**config.mk**
```make
export PLATFORM = sky130hd
export DESIGN_NAME = led_bargraph_timer
export DESIGN_NICKNAME = d
export VERILOG_FILES = /design/src/rtl/led_bargraph_timer.sv
export SDC_FILE = /design/constraint.sdc
export NUM_CORES = 1
export LEC_CHECK = 0
export BUFFER_PORTS_ARGS = -buffer_cell sky130_fd_sc_hd__buf_2
export CAP_MARGIN = 5
export CORE_MARGIN = 2
export CORE_UTILIZATION = 60
export DETAILED_ROUTE_END_ITERATION = 8
export GPL_ROUTABILITY_DRIVEN = 0
export PLACE_DENSITY = 0.8
export SYNTH_ARGS = -nofsm -noshare
export SYNTH_HDL_FRONTEND = slang
export SYNTH_SLANG_ARGS = --single-unit
```
**constraint.sdc**
```tcl
create_clock -name clkin -period 7.2 [get_ports clkin]
set_input_delay 1.44 -clock clkin [delete_from_list [all_inputs] [get_ports clkin]]
set_output_delay 1.44 -clock clkin [all_outputs]
set_load 0.02 [all_outputs]
```
**src/rtl/led_bargraph_timer.sv**
```systemverilog
// rtl/led_bargraph_timer.sv - prescaled tick counter driving an LED bar/dot indicator (optional dot decode: LED_BARGRAPH_DOT_MODE_EN)
module led_bargraph_timer #(
    parameter int DIV           = 50000000,
    parameter int N_LED         = 6,
    parameter int STEPS_PER_LED = 10,
    parameter int TOTAL         = N_LED * STEPS_PER_LED,
    parameter int SW            = $clog2(TOTAL + 1)
) (
    input  logic             clkin,
    input  logic             rst,
    input  logic             en,
    input  logic             clr,
    input  logic             mode,
    output logic [N_LED-1:0] led,
    output logic             tick,
    output logic             wrap,
    output logic             sq_out,
    output logic [SW-1:0]    step
);

    localparam int CW = $clog2(DIV);
    localparam logic [CW-1:0] CNT_MAX = CW'(DIV - 1);
    localparam logic [CW-1:0] CNT_HALF = CW'(DIV / 2);
    localparam logic [SW-1:0] S_MAX = SW'(TOTAL);

    logic [CW-1:0]    cnt;
    logic [SW-1:0]    s;
    logic [SW-1:0]    s_next;
    logic [N_LED-1:0] led_next;

    // Bar decode: every LED below the current level is lit.
    function automatic logic [N_LED-1:0] bar_decode(input logic [SW-1:0] sv);
        int lvl;
        bar_decode = '0;
        lvl = int'(sv) / STEPS_PER_LED;
        for (int i = 0; i < N_LED; i++) begin
            bar_decode[i] = (i < lvl);
        end
    endfunction

`ifdef LED_BARGRAPH_DOT_MODE_EN
    // Dot decode: only the topmost LED of the level is lit; level 0 lights nothing.
    function automatic logic [N_LED-1:0] dot_decode(input logic [SW-1:0] sv);
        int lvl;
        dot_decode = '0;
        lvl = int'(sv) / STEPS_PER_LED;
        for (int i = 0; i < N_LED; i++) begin
            dot_decode[i] = (i == lvl - 1);
        end
    endfunction

    assign led_next = mode ? dot_decode(s_next) : bar_decode(s_next);
`else
    // Without dot support the mode pin is kept only so instantiations stay unchanged.
    logic unused_mode;
    assign unused_mode = mode;
    assign led_next    = bar_decode(s_next);
`endif

    // Tick is masked by clear so a clear can never advance the step or raise wrap.
    assign tick = (cnt == CNT_MAX) & en & ~clr;
    assign step = s;

    // Next step value; clear wins, otherwise advance on tick and wrap after TOTAL.
    always_comb begin
        s_next = s;
        if (clr) begin
            s_next = '0;
        end else if (tick) begin
            s_next = (s == S_MAX) ? '0 : s + 1'b1;
        end
    end

    // Prescaler, step, LED, wrap and heartbeat registers.
    always_ff @(posedge clkin or posedge rst) begin
        if (rst) begin
            cnt    <= '0;
            s      <= '0;
            led    <= '0;
            wrap   <= 1'b0;
            sq_out <= 1'b0;
        end else begin
            if (clr) begin
                cnt <= '0;
            end else if (en) begin
                cnt <= (cnt == CNT_MAX) ? '0 : cnt + 1'b1;
            end
            s    <= s_next;
            led  <= led_next;
            wrap <= tick & (s == S_MAX);
            // Heartbeat follows the prescaler one cycle late and freezes with it.
            if (en) begin
                sq_out <= (cnt >= CNT_HALF);
            end
        end
    end

endmodule

```
==> results of run 1 <==
-- worst reg2reg max path: cells and delay by family, from the launching register on --
family | cells | cell delay [ns]
AND/OR/NAND/NOR | 6 | 2.20
AO/OA/AOI/OAI | 4 | 1.29
flip-flops | 1 | 0.44
adder cells (fa/ha/maj) | 2 | 0.40
buffers and inverters | 2 | 0.12
-- synthesized netlist by cell type (2+ instances only) --
| library cell | instances | area (um^2) |
|---|---|---|
| a211o_1 | 2 | 17.5 |
| a21oi_1 | 10 | 50.1 |
| a31oi_1 | 3 | 18.8 |
| and2_1 | 2 | 12.5 |
| and3_1 | 10 | 62.6 |
| and4_1 | 3 | 26.3 |
| buf_1 | 2 | 7.51 |
| clkbuf_1 | 5 | 18.8 |
| dfrtp_1 | 40 | 1000 |
| ha_1 | 7 | 87.6 |
| inv_1 | 10 | 37.5 |
| mux2i_1 | 3 | 30.0 |
| nand2_1 | 21 | 78.8 |
| nand2b_1 | 6 | 37.5 |
| nand3_1 | 12 | 60.1 |
| nand4_1 | 14 | 87.6 |
| nor2_1 | 29 | 109 |
| nor2b_1 | 2 | 12.5 |
| nor3_1 | 5 | 25.0 |
| nor4_2 | 2 | 25.0 |
| o21ai_0 | 16 | 80.1 |
| o31ai_1 | 3 | 22.5 |
| or3_1 | 2 | 12.5 |
| or4_4 | 3 | 33.8 |
| xnor2_1 | 4 | 35.0 |
| xor2_1 | 14 | 123 |
-- logic make-up (layout without fill, tap and decap cells) --
family | count (synthesis) | after routing | synth area share, %
compound gates | 46 | 46 | 12.8
xor+xnor | 18 | 18 | 6.92
fa+ha+maj | 7 | 7 | 3.85
buf+inv | 18 | 37 | 2.97
flops | 40 | 40 | 44.0
mux | 3 | 3 | 1.32
simple gates | 117 | 117 | 28.2
-- registers in the layout (all words and copies together), names as in the netlist --
name    flops
sq_out      1
led         6
cnt        26
step        6
wrap        1
-- worst min-delay path by stage --
stage | end | slack (ns) | depth (start not counted)
4_1_cts | cnt[22]$_DFFE_PP0P_ | 0.55 | 1
3_5_place_dp | cnt[22]$_DFFE_PP0P_ | 0.53 | 1
6_report | sq_out$_DFFE_PP0P_ | 0.54 | 2
3_3_place_gp | sq_out$_DFFE_PP0P_ | 0.50 | 2
5_1_grt | cnt[23]$_DFFE_PP0P_ | 0.59 | 1
2_1_floorplan | cnt[22]$_DFFE_PP0P_ | 0.49 | 1
-- per-stage QoR --
step | instances | hold WS (ns) | instance area (um^2) | utilization, % | power (W)
finish | 316 | 0.544 | 2490 | 68.0 | 0.000386
global route | 316 | 0.585 | 2490 | 68.0 | 0.000401
CTS | 316 | 0.547 | 2490 | 68.0 | 0.000389
detailed placement | 309 | 0.535 | 2410 | 65.8 | 0.000248
global placement | 309 | 0.498 | 2410 | 65.8 | 0.000248
floorplan | 249 | 0.487 | 2280 | - | 0.000243
-- layout make-up --
type,instances,share of cell area [%]
flip-flops and latches,40,40.2
clock inverters,2,0.503
multi-input cells,191,48.5
well taps,48,2.41
repair buffers,19,3.92
inverters,11,1.66
clock buffers,5,2.76
-- layer usage --
metal	GRT usage, %	vias up	routed length (um)
met2	39.4	70	2320
met3	4.62	8	241
met4	7.55	0	57
met5	0	-	0
met1	37.1	945	2260
li1	-	927	-
-- cell usage in the layout, fill, tap and decap left out, drive strengths merged, types with 2 or more instances in the layout --
master  synthesis  routed
dfrtp          40      40
nor2           29      29
nand2          21      21
buf             2      19
o21ai          16      16
nand4          14      14
xor2           14      14
nand3          12      12
inv            11      11
a21oi          11      11
and3           10      10
ha              7       7
nand2b          6       6
nor3            5       5
clkbuf          5       5
xnor2           4       4
or4             4       4
and4            3       3
o31ai           3       3
a31oi           3       3
mux2i           3       3
nor4            2       2
and2            2       2
or3             2       2
nor2b           2       2
a211o           2       2
-- power by group through the flow --
stage | clock network (W) | logic [W] | registers, W
after global placement | 0 | 0.0000163 | 0.000232
after detailed placement | 0 | 0.0000166 | 0.000232
after global routing | 0.000154 | 0.0000190 | 0.000228
after floorplan | 0 | 0.0000112 | 0.000232
after CTS | 0.000145 | 0.0000167 | 0.000227
final | 0.000142 | 0.0000161 | 0.000227
==> impl_metrics.toml, run 1 <==
[layout]
fill_cells = 305
seqCellArea_um2 = 1000
multi_input_area_um2 = 1210
diodes = 0
drive_above_1_share_pct = 14.2
syn_to_final_growth_pct = 9.34
fin_nets = 280

[floorplan]
die_width_um = 65.6
num_io_pins = 20
rows = 22
dieArea_um2 = 4300
core_um2 = 3660
start_util_pct = 62.2
chipHeight_um = 65.6

[logic_synthesis]
ys_warn_count = 0
synth_cells = 249
synth_flop_cell = "dfrtp_1"
synth-seq-cells = 40
synth_area_um2 = 2280
synthArstFlopShare_pct = 100
ys_seq_area_share_pct = 44.0
yosysUniqueCellTypes = 45
synth-edff-count = 0
syn_area_per_cell_um2 = 9.15
synth.net_count = 261

[timing]
worst_slew_pin_slew_ns = 0.798
min_period_ns = 4.55
rsz0062_at_grt = "no"
setup_tns_ns = 0
skew_ns = 0.0112
worst_slack_ns = 2.65
final_hold_viol_count = 0
clock.fmax_mhz = 220
maxSlewHeadroom_pct = 46.2
finalCritPeriodShare_pct = 63.2
maxSlewViolCount = 0
setup_viol = 0

[critical_path]
rr_worst_depth = 14
crit_buf_inv = 2
r2r_slack_ns = 2.65
path_cells = "or4_4 -> nor4_2 -> nand3_1 -> o31a_1 -> nor2_1 -> inv_1 -> ha_1 -> inv_1 -> ha_1 -> nand2b_1 -> or3b_2 -> o221a_2 -> a211o_1 -> a211o_1"
cp_top_family = "simple AND/OR/NAND/NOR gates"
crit_arrival_ns = 4.72
cp.required_ns = 7.38
crit_type = "flip-flop to flip-flop"
end_kind = "flip-flop"
cp-start-kind = "flip-flop"
timing.rr.end = "led[0]$_DFF_PP0_"
endpoint = "led[0]$_DFF_PP0_"
cpMaxStageDelayCell = "or4_4"
crit-reg2reg-launch = "cnt[7]$_DFFE_PP0P_"
crit_path_start = "cnt[7]$_DFFE_PP0P_"
cp_max_fo = 6
cp_slowest_stage_delay_ns = 0.60
cp.depth = 14

[placed_design]
post-place-ws_ns = 2.52
port_buffers = 18
dp_hpwl_um = 3520

[clock_tree]
post_cts_resize_count = 0
clkTransAtPathRegs_ns = 0.08
postCtsHoldBufs = 0
clock_latency_ns = 0.30
post_cts_buffers = 0
htreeDepth = 2
root_buffer = "clkbuf_8"
clock_path_buffers = 2
numCtsBuffers = 5
cts_num_sinks = 40
cts_tree = "yes"

[drt]
vias = 1950
drt-pass1-iter-count = 5
avgRoutedWirePerCell_um = 15.4
via_per_inst = 6.17
ant_nets = 0
drt-total-wl_um = 4870
drt_iter0_markers = 168
remaining_drc_errors = 0

[pwr]
comb_power_share_pct = 4.2
p_int_w = 0.000295
clkPwrFrac_pct = 36.8
seqPwrFrac_pct = 59.0
power_density_nw_per_um2 = 155
net-switching-power_w = 0.0000905
ir_drop_v = 0.000104
leakagePower_nw = 1.16
p_sw_share_pct = 23.5

[grt]
antenna_found_initial = 0
grt_max_degree = 41
grt_pass1_vias = 1786
gr-total-overflow = 0
grtUsageTotal_pct = 25.6
grt_pass1_wl_um = 8470

[min_path]
hp-start = "sq_out$_DFFE_PP0P_"
hp-class = "flip-flop to flip-flop"

[run]
drv_cap = 0

[outcome]
status = "finished clean"
No activity file was read; power rests on OpenSTA's default activity.
==> run 2: changes to the inputs <==
- CORE_UTILIZATION: 60 -> 59
- PLACE_DENSITY: 0.8 -> 0.79
- clock period: 7.2 -> 4.7 ns (I/O delays scaled with it)
==> impl_metrics.toml, run 2 (synthesis gave the netlist of run 1 again) <==
[clock_tree]
post_cts_buffers = 0
htreeDepth = 2
numCtsBuffers = 5
root_buffer = "clkbuf_8"
clkTransAtPathRegs_ns = 0.08
post_cts_resize_count = 0
cts_tree = "yes"
cts_num_sinks = 40
clock_latency_ns = 0.30
postCtsHoldBufs = 0
clock_path_buffers = 2

[floorplan]
core_um2 = 3690
chipHeight_um = 66.1
start_util_pct = 61.7
rows = 22
dieArea_um2 = 4370
num_io_pins = 20
die_width_um = 66.1

[critical_path]
end_kind = "flip-flop"
cp.required_ns = 4.89
cp_max_fo = 6
cp-start-kind = "flip-flop"
crit_arrival_ns = 4.63
crit_type = "flip-flop to flip-flop"
r2r_slack_ns = 0.26

[layout]
diodes = 0
largest_reg_flops = 26
fill_cells = 294
syn_to_final_growth_pct = 10.7
mostFrequentLayoutCell = "dfrtp_1"
regMostFlops = "cnt"
fin_nets = 282
drive_above_1_share_pct = 15.1
postLayoutCellArea_um2 = 2520
layout_common_cells = "40 x dfrtp_1, 29 x nor2_1, 21 x nand2_1"

[timing]
final_hold_viol_count = 0
clock.fmax_mhz = 225
worst_slew_pin_slew_ns = 0.708
finalCritPeriodShare_pct = 94.4
min_period_ns = 4.44
setup_tns_ns = 0
whs_ns = 0.544
maxSlewViolCount = 0
setup_viol = 0
rsz0062_at_grt = "no"
skew_ns = 0.00878
maxSlewHeadroom_pct = 52.8

[drt]
remaining_drc_errors = 0
via_per_inst = 6.15
drt_iter0_markers = 156
drt-pass1-iter-count = 4
avgRoutedWirePerCell_um = 15.6
ant_nets = 0
drt-total-wl_um = 4980
vias = 1962

[pwr]
net-switching-power_w = 0.000151
p_int_w = 0.000470
comb_power_share_pct = 4.0
seqPwrFrac_pct = 56.1
ir_drop_v = 0.000233
leakagePower_nw = 1.17
power_density_nw_per_um2 = 246
p_sw_share_pct = 24.3
clkPwrFrac_pct = 39.9

[grt]
antenna_found_initial = 0
gr-total-overflow = 0
grt_pass1_wl_um = 8410
grt_max_degree = 41
grtUsageTotal_pct = 25.7
grt_pass1_vias = 1805

[placed_design]
dp_hpwl_um = 3450
dpl_cell_area_um2 = 2420
port_buffers = 18

[run]
drv_cap = 0

[outcome]
status = "finished clean"

[min_path]
hp-class = "flip-flop to flip-flop"
run 2: power by group through the flow:
stage                     sequential, W  clock, W  combinational, W
after global placement         0.000355         0         0.0000253
after global routing           0.000349  0.000266         0.0000285
after detailed placement       0.000355         0         0.0000253
final                          0.000348  0.000248         0.0000250
after CTS                      0.000348  0.000253         0.0000254
after floorplan                0.000355         0         0.0000172
run 2: final timing paths:
check | start | end | cells past startpoint
max in group asynchronous | rst | cnt[2]$_DFFE_PP0P_ | 3
min in group asynchronous | rst | led[1]$_DFF_PP0_ | 3
setup reg to reg | cnt[11]$_DFFE_PP0P_ | led[0]$_DFF_PP0_ | 14
hold reg to reg | cnt[22]$_DFFE_PP0P_ | cnt[22]$_DFFE_PP0P_ | 1
hold / removal | cnt[22]$_DFFE_PP0P_ | cnt[22]$_DFFE_PP0P_ | 1
setup / recovery | cnt[11]$_DFFE_PP0P_ | led[0]$_DFF_PP0_ | 14
run 2: final cells by class:
class                           count  area, um^2  area share, %
Clock buffer                        6        82.6           3.28
Sequential cell                    40        1000           39.7
Inverter                           11        41.3           1.64
Clock inverter                      2        15.0          0.596
Multi-Input combinational cell    191        1210           47.9
Timing Repair Buffer               21         113           4.47
Tap cell                           48        60.1           2.38
run 2: stage by stage:
step | utilization [%] | total power [W] | setup WS, ns | std cells
6_report | 68.4 | 0.000621 | 0.262 | 319
5_1_grt | 68.4 | 0.000644 | 0.0744 | 319
4_1_cts | 68.4 | 0.000627 | 0.279 | 319
3_5_place_dp | 65.7 | 0.000380 | 0.311 | 311
3_3_place_gp | 65.7 | 0.000380 | 0.349 | 311
2_1_floorplan | - | 0.000373 | 0.590 | 249
run 2: layer usage:
| layer | part of all wire, % | vias up | track usage, % |
|---|---|---|---|
| li1 | - | 935 | - |
| met1 | 46 | 956 | 34.5 |
| met2 | 48 | 66 | 39.8 |
| met3 | 5.2 | 5 | 6.30 |
| met4 | 1.6 | 0 | 10.5 |
| met5 | 0 | - | 0 |
run 2: worst max-delay path, cell delays in order, from the launching register on:
cell and delay, ns:
dfrtp_1 0.44, or4b_4 0.57, or4_4 0.57, o31ai_1 0.33, o31a_1 0.30, nor2_1 0.12, inv_1 0.08, ha_1 0.13
inv_1 0.04, ha_1 0.25, nand2b_1 0.15, or3b_2 0.46, o221a_2 0.29, a211o_1 0.31, a211o_1 0.29
==> run 3: changes to the inputs <==
- HOLD_SLACK_MARGIN: not set -> 0.12
- clock period: 4.7 -> 5.1 ns (I/O delays scaled with it)
==> impl_metrics.toml, run 3 (synthesis gave the netlist of run 1 again) <==
[outcome]
status = "finished clean"

[layout]
mostFrequentLayoutCell = "dfrtp_1"
largest_reg_flops = 26
drive_above_1_share_pct = 14.5
regMostFlops = "cnt"
layout_common_cells = "40 x dfrtp_1, 29 x nor2_1, 21 x nand2_1"
diodes = 0
postLayoutCoreUtil_pct = 68.3
syn_to_final_growth_pct = 10.7
fin_nets = 280

[timing]
worst_slew_pin_slew_ns = 0.898
clock.fmax_mhz = 226
setup_viol = 0
maxSlewHeadroom_pct = 39.5
min_period_ns = 4.42
finalCritPeriodShare_pct = 86.6
whs_ns = 0.529
setup_tns_ns = 0
final_hold_viol_count = 0
maxSlewViolCount = 0
rsz0062_at_grt = "no"
worst_slack_ns = 0.682
skew_ns = 0.00529

[placed_design]
dp_hpwl_um = 3350
post-place-ws_ns = 0.729
port_buffers = 18

[drt]
vias = 1920
ant_nets = 0
via_per_inst = 6.06
drt-total-wl_um = 4730
remaining_drc_errors = 0
avgRoutedWirePerCell_um = 14.9
drt_iter0_markers = 172
drt-pass1-iter-count = 4

[run]
drv_cap = 0

[grt]
grt_pass1_vias = 1781
antenna_found_initial = 0
grt_max_degree = 41
grt_pass1_wl_um = 8350
gr-total-overflow = 0
grtUsageTotal_pct = 25.1

[floorplan]
num_io_pins = 20
chipHeight_um = 66.1
core_um2 = 3690
rows = 22
dieArea_um2 = 4370
die_width_um = 66.1
start_util_pct = 61.7

[clock_tree]
htreeDepth = 2
clkTransAtPathRegs_ns = 0.08
post_cts_buffers = 0
clock_path_buffers = 2
postCtsHoldBufs = 0
post_cts_resize_count = 0
cts_tree = "yes"
cts_num_sinks = 40
clock_latency_ns = 0.30
numCtsBuffers = 5
root_buffer = "clkbuf_8"

[pwr]
p_int_w = 0.000469
clkPwrFrac_pct = 43.1
seqPwrFrac_pct = 53.0
ir_drop_v = 0.000226
leakagePower_nw = 1.17
net-switching-power_w = 0.000136
p_sw_share_pct = 22.5
comb_power_share_pct = 3.9
power_w = 0.000605
power_density_nw_per_um2 = 240

[critical_path]
cp_slowest_stage_delay_ns = 0.58
cp.required_ns = 5.28
crit_buf_inv = 2
crit_arrival_ns = 4.60
cp-start-kind = "flip-flop"
path_cells = "or4b_4 -> nor4_2 -> nand3_1 -> o31a_1 -> nor2_1 -> inv_1 -> ha_1 -> inv_1 -> ha_1 -> nand2b_1 -> or3b_2 -> o221a_2 -> a211o_1 -> a211o_1"
end_kind = "flip-flop"
crit_type = "flip-flop to flip-flop"
cp_top_family = "simple AND/OR/NAND/NOR gates"
cpMaxStageDelayCell = "or4b_4"
cp_max_fo = 6

[min_path]
hp-class = "flip-flop to flip-flop"
run 3: cell count changes in the layout (fill, tap and decap cells not counted):
cell	previous run	this run
buf_4	3	1
bufinv_16	0	1
clkbuf_8	6	5
clkinv_2	0	1
clkinvlp_4	2	1
run 3: layout make-up:
cell class	count	area, um^2
timing repair buffer	19	97.6
clock buffer	5	68.8
fill	290	1170
multi-input combinational	191	1210
clock inverter	3	42.5
inverter	11	41.3
tap	48	60.1
sequential	40	1000
run 3: path summary, 6_finish.rpt:
kind | start | end | slack, ns | depth (start not counted)
worst max-delay path | cnt[11]$_DFFE_PP0P_ | led[0]$_DFF_PP0_ | 0.68 | 14
worst min-delay path | sq_out$_DFFE_PP0P_ | sq_out$_DFFE_PP0P_ | 0.53 | 2
worst max register to register | cnt[11]$_DFFE_PP0P_ | led[0]$_DFF_PP0_ | 0.68 | 14
worst min register to register | sq_out$_DFFE_PP0P_ | sq_out$_DFFE_PP0P_ | 0.53 | 2
max in group asynchronous | rst | cnt[16]$_DFFE_PP0P_ | 3.93 | 3
min in group asynchronous | rst | led[0]$_DFF_PP0_ | 0.82 | 3
run 3: per-stage QoR:
stage,cell area [um^2],instances
floorplan,2280,249
global placement,2410,309
detailed placement,2410,309
CTS,2520,317
global route,2520,317
finish,2520,317
run 3: worst reg2reg max path: cells and delay by family, from the launching register on:
| kind | cells | cell delay (ns) |
|---|---|---|
| DFF | 1 | 0.44 |
| and+or+nand+nor | 6 | 2.10 |
| adders and majority gates | 2 | 0.38 |
| AOI/OAI and AO/OA | 4 | 1.27 |
| buffers and inverters | 2 | 0.12 |
run 3: routing by layer:
layer / track usage, % / up-vias / share of wire (%)
met4: 7.65 / 0 / 1.5
met2: 36.3 / 69 / 45
met5: 0 / - / 0
li1: - / 930 / -
met1: 36.8 / 913 / 47
met3: 6.47 / 8 / 6.5
run 3: power groups by stage:
stage	registers, W	logic [W]	clock network, W
after floorplan	0.000328	0.0000158	0
after global placement	0.000327	0.0000232	0
after detailed placement	0.000327	0.0000237	0
after CTS	0.000321	0.0000240	0.000266
after global routing	0.000321	0.0000272	0.000284
final	0.000321	0.0000234	0.000261
